$ cat src/rtl/mult_share_arbiter.sv
// Round-robin share of one signed SIZE x SIZE multiplier across NREQ requesters, 2-stage pipeline.
// Define MULT_SHARE_ARBITER_STATS_EN to add saturating stat_done / stat_stall counters.

module multiplier_bw_signed #(
    parameter int SIZE = 32
) (
    input  logic [SIZE-1:0]   i_a,
    input  logic [SIZE-1:0]   i_b,
    output logic [2*SIZE-1:0] o_y
);
    logic [2*SIZE-1:0] w_a_ext;
    logic [2*SIZE-1:0] w_b_ext;

    // Low 2*SIZE bits of the sign-extended product are the exact signed product.
    assign w_a_ext = {{SIZE{i_a[SIZE-1]}}, i_a};
    assign w_b_ext = {{SIZE{i_b[SIZE-1]}}, i_b};
    assign o_y     = w_a_ext * w_b_ext;
endmodule

module mult_share_arbiter #(
    parameter int SIZE = 32,
    parameter int NREQ = 4,
    localparam int IDW = (NREQ > 2) ? $clog2(NREQ) : 1
) (
    input  logic                 clk,
    input  logic                 rst_n,
    input  logic [NREQ-1:0]      req_valid,
    output logic [NREQ-1:0]      req_ready,
    input  logic [NREQ*SIZE-1:0] req_a,
    input  logic [NREQ*SIZE-1:0] req_b,
    output logic                 rsp_valid,
    input  logic                 rsp_ready,
    output logic [2*SIZE-1:0]    rsp_y,
    output logic [IDW-1:0]       rsp_id,
    output logic                 busy
`ifdef MULT_SHARE_ARBITER_STATS_EN
    ,
    output logic [31:0]          stat_done,
    output logic [31:0]          stat_stall
`endif
);
    logic              r_s1_v;
    logic [SIZE-1:0]   r_s1_a;
    logic [SIZE-1:0]   r_s1_b;
    logic [IDW-1:0]    r_s1_id;
    logic              r_s2_v;
    logic [2*SIZE-1:0] r_s2_y;
    logic [IDW-1:0]    r_s2_id;
    logic [IDW-1:0]    r_rr_ptr;

    logic              w_s2_en;
    logic              w_issue_ok;
    logic              w_gnt_vld;
    logic [IDW-1:0]    w_gnt_id;
    logic              w_xfer;
    logic [IDW-1:0]    w_rr_nxt;
    logic [2*SIZE-1:0] w_prod;

    assign w_s2_en    = !r_s2_v | rsp_ready;
    // Gated by rst_n so nothing can handshake while reset is held.
    assign w_issue_ok = rst_n & (!r_s1_v | w_s2_en);
    assign w_xfer     = w_issue_ok & w_gnt_vld;
    assign w_rr_nxt   = (w_gnt_id == IDW'(NREQ-1)) ? '0 : w_gnt_id + 1'b1;

    // Walk downward so the requester closest above rr_ptr wins.
    always_comb begin
        int idx;
        w_gnt_vld = 1'b0;
        w_gnt_id  = '0;
        for (int k = NREQ-1; k >= 0; k--) begin
            idx = int'(r_rr_ptr) + k;
            if (idx >= NREQ) idx = idx - NREQ;
            if (req_valid[idx]) begin
                w_gnt_vld = 1'b1;
                w_gnt_id  = IDW'(idx);
            end
        end
    end

    always_comb begin
        req_ready = '0;
        if (w_xfer) req_ready[w_gnt_id] = 1'b1;
    end

    multiplier_bw_signed #(.SIZE(SIZE)) u_mul (
        .i_a (r_s1_a),
        .i_b (r_s1_b),
        .o_y (w_prod)
    );

    always_ff @(posedge clk or negedge rst_n) begin
        if (!rst_n) begin
            r_s1_v   <= 1'b0;
            r_s1_a   <= '0;
            r_s1_b   <= '0;
            r_s1_id  <= '0;
            r_s2_v   <= 1'b0;
            r_s2_y   <= '0;
            r_s2_id  <= '0;
            r_rr_ptr <= '0;
        end else begin
            if (w_s2_en) begin
                r_s2_v <= r_s1_v;
                if (r_s1_v) begin
                    r_s2_y  <= w_prod;
                    r_s2_id <= r_s1_id;
                end
            end
            if (w_issue_ok) begin
                r_s1_v <= w_gnt_vld;
                if (w_gnt_vld) begin
                    r_s1_a   <= req_a[w_gnt_id*SIZE +: SIZE];
                    r_s1_b   <= req_b[w_gnt_id*SIZE +: SIZE];
                    r_s1_id  <= w_gnt_id;
                    r_rr_ptr <= w_rr_nxt;
                end
            end
        end
    end

    assign rsp_valid = r_s2_v;
    assign rsp_y     = r_s2_y;
    assign rsp_id    = r_s2_id;
    assign busy      = r_s1_v | r_s2_v;

`ifdef MULT_SHARE_ARBITER_STATS_EN
    logic [31:0] r_stat_done;
    logic [31:0] r_stat_stall;

    always_ff @(posedge clk or negedge rst_n) begin
        if (!rst_n) begin
            r_stat_done  <= '0;
            r_stat_stall <= '0;
        end else begin
            if (r_s2_v && rsp_ready && (r_stat_done != '1))
                r_stat_done <= r_stat_done + 1'b1;
            if (r_s2_v && !rsp_ready && (r_stat_stall != '1))
                r_stat_stall <= r_stat_stall + 1'b1;
        end
    end

    assign stat_done  = r_stat_done;
    assign stat_stall = r_stat_stall;
`endif
endmodule

$ cat config.mk
export PLATFORM = sky130hd
export DESIGN_NAME = mult_share_arbiter
export DESIGN_NICKNAME = d
export VERILOG_FILES = /design/src/rtl/mult_share_arbiter.sv
export SDC_FILE = /design/constraint.sdc
export NUM_CORES = 2
export LEC_CHECK = 0
export ABC_AREA = 0
export CORE_AREA = 2 2 420 422
export DETAILED_ROUTE_END_ITERATION = 6
export DIE_AREA = 0 0 422 424
export MAX_ROUTING_LAYER = met4
export PLACE_DENSITY = 0.51
export SYNTH_ARGS = -nofsm -noshare
export SYNTH_HDL_FRONTEND = slang
export SYNTH_SLANG_ARGS = --single-unit
$ cat constraint.sdc
create_clock -name clk -period 8.7 [get_ports clk]
set_input_delay 0.87 -clock clk [delete_from_list [all_inputs] [get_ports clk]]
set_output_delay 0.87 -clock clk [all_outputs]
set_load 0.01 [all_outputs]
==> metrics <==
first-pass GRT wire length=approximately 220000 µm; Async S/R FF share, synth=100.0%; setup TNS=0 ps; crit path launch type=flip-flop; Crit Path Class=flip-flop to flip-flop; Min-Delay Path Class=input port to async pin; most used flip-flop cell after synthesis=dfrtp_1; Final setup viols=0; Antenna Diode Count=0; Avg Inst Size Synth=8.891 µm²; Die Ht=around 420 µm; CP Max Fanout=19; crit path launch=r_s1_b[20]; hold slack=roughly 280 ps; Clock Latency Late Sink=roughly 500 ps; CP required=9090 ps; flops & latches, synth=roughly 140; Worst Tran Pin Value=1065 ps; area of the core=175000 µm²; Clock Sinks=~140; initial DRC count=1707; met3 WL=~4800 µm; worst rel slew slack=28.22%; routed wl met2=68870 µm; area delta synth->final=16.18%; H-tree Lvls=4; Total Routed Length=approximately 130000 µm; GRT overflow=0; placed cell areas=slightly below 50000 µm²; syn_nets=approximately 6400; Die ar.=178900 µm²; final instance area=between 50000 and 60000 µm²; Yosys warning total=0; Post-CTS Repair Setup Buffers=0; CP arrival=between 8000 and 9000 ps; CTS max path bufs=2; status=completed; EDFF count, synth=0; TritonCTS clock tree=done; largest net degree at the start of global routing=80; register-to-register setup slack=between 150 and 200 ps; sequential share of the synthesized area=7.852%; initial antenna violation count=1; RSZ-0062 raised after global routing=no; vias=around 33000; DRC viols=0; Synth Instances=4875; first-pass iteration count of the detailed router=5; Total Nets Final=roughly 6600; clock skew=37.34 ps; post-DP HPWL=115200 µm; Routed WL per cell=approximately 18 µm; FF-to-FF End=rsp_y[57]; Final Hold Fails=0; Die Wd=around 420 µm; synth unique cells=between 70 and 80; Starting Density=between 20% and 30%; Num CTS Buffers=17; clk root buf=clkbuf_16; post-DR vias/cell=~4.4; # IOs=335; Worst-path clk slew=90 ps; Tot GR Track Use=between 10% and 20%; synthesized area=approximately 43000 µm²; Filler cells=around 19000; hold buffer count at CTS=0; fmax=approximately 120 MHz; period utilization=98.16%; vias in the first global route=approximately 36000; crit path to=rsp_y[57]; Worst R2R Start=r_s1_b[20]; Final min period=about 8500 ps; share of layout cells above drive strength 1=about 4.3%; crit end category=flip-flop; Top Layer Used=met4; M1 WL=a little under 60000 µm; R2R depth=22; Max-Cap Viols=0; # port buffers=roughly 330; post-route ant nets=0; row count=between 150 and 200; gpl congestion=about 0.96; fin. max-slew vios=0
## synth_stat cells, drive strengths merged (3+ instances only)
master,count,area share (%)
a2111oi,3,0.12
a211oi,5,0.098
a21o,30,0.52
a21oi,69,0.86
a311o,4,0.092
a31oi,14,0.25
and2,516,7.5
and3,9,0.13
buf,16,0.18
clkbuf,267,2.3
dfrtp,136,7.9
fa,1082,50
ha,188,5.4
inv,974,8.4
nand2,1006,8.7
nand2b,11,0.16
nand3,87,1.0
nand4,13,0.19
nor2,66,0.57
nor2b,5,0.072
nor3,10,0.14
o211ai,13,0.24
o21a,8,0.14
o21ai,218,2.5
o21bai,9,0.16
o221a,3,0.078
o221ai,3,0.061
o31ai,4,0.081
or3,3,0.043
xnor2,39,0.79
xor2,26,0.53
## layout by cell type (no fill, tap or decap), types with 7 or more instances in the layout
master	n
fa_1	1082
nand2_1	1004
inv_1	973
and2_1	515
clkdlybuf4s50_1	333
o21ai_0	196
ha_1	188
buf_4	133
dfrtp_1	123
nand3_1	85
nor2_1	66
a21oi_1	64
xnor2_1	39
a21o_1	30
xor2_1	26
o21ai_1	20
clkbuf_16	17
nand4_1	13
dfrtp_2	13
o211ai_1	12
a31oi_1	12
nand2b_1	11
and3_1	9
o21a_1	8
nor3_1	8
o21bai_1	8
buf_12	7
## final cells by class
type	instances	area, µm²	share of cell area [%]
Clock buffer	17	425.4	0.8448
Clock inverter	15	201.4	0.4000
Inverter	974	3657	7.263
Multi-Input combinational cell	3482	35240	69.99
Sequential cell	136	3420	6.791
Tap cell	2340	2928	5.814
Timing Repair Buffer	474	4483	8.903
## metrics by stage
step / util (%) / worst slack (ps) / instances
after CTS: 28.77 / 14.81 / 7438
after floorplan: - / 965.9 / 4875
final: 28.78 / 160.4 / 7438
after global routing: 28.78 / 3.125 / 7438
after detailed placement: 28.41 / 21.64 / 7406
after global placement: 28.41 / 19.98 / 7406
## what timing repair did
item | 4_1_cts | 5_1_grt
hold endpoints to repair | 0 | 0
resized for setup | 0 | 13
setup endpoints to repair | 0 | 8
## worst min path at each step
| stage | to | slack (ps) | depth (start not counted) |
|---|---|---|---|
| after detailed placement | rsp_id[1] | 460 | 2 |
| after global routing | rsp_y[53] | 300 | 1 |
| after global placement | rsp_id[1] | 450 | 2 |
| after floorplan | rsp_id[0] | 440 | 2 |
| final | rsp_y[53] | 280 | 1 |
| after CTS | rsp_y[53] | 260 | 1 |
## worst max-delay path, stage by stage (launching register included)
cell	delay, ps
dfrtp_1	750
buf_12	340
and2_1	160
fa_1	540
inv_1	50
fa_1	470
inv_1	50
fa_1	480
fa_1	540
fa_1	560
fa_1	440
fa_1	500
fa_1	410
ha_1	480
a21oi_1	340
o21ai_0	270
nor2_1	240
or4b_4	610
o21ai_2	260
nand4b_2	290
and2_4	260
a311oi_1	260
a31oi_1	110
## registers in the layout (all words and copies together), names as in the netlist
| name | flops |
|---|---|
| r_s1_v | 1 |
| r_rr_ptr | 2 |
| rsp_valid | 1 |
| rsp_y | 64 |
| r_s1_a | 32 |
| rsp_id | 2 |
| r_s1_id | 2 |
| r_s1_b | 32 |
## kinds of logic (layout without fill, tap and decap cells)
kind of cell / after synthesis / in the layout / synth area share [%]
flops: 136 / 136 / 7.852
xor+xnor: 65 / 65 / 1.313
compound gates: 409 / 409 / 5.759
simple gates: 1736 / 1736 / 18.70
buf+inv: 1257 / 1480 / 10.92
mux: 2 / 2 / 0.04907
fa+ha+maj: 1270 / 1270 / 55.40
## metal layers
metal | track usage (%) | up-vias
met1 | 20.42 | 17140
met5 | - | -
met2 | 27.38 | 587
li1 | - | 14710
met4 | 2.643 | 0
met3 | 1.796 | 102
Power is not shown: default switching activity piles up to over one toggle a cycle in this logic, so the estimate is an artifact.
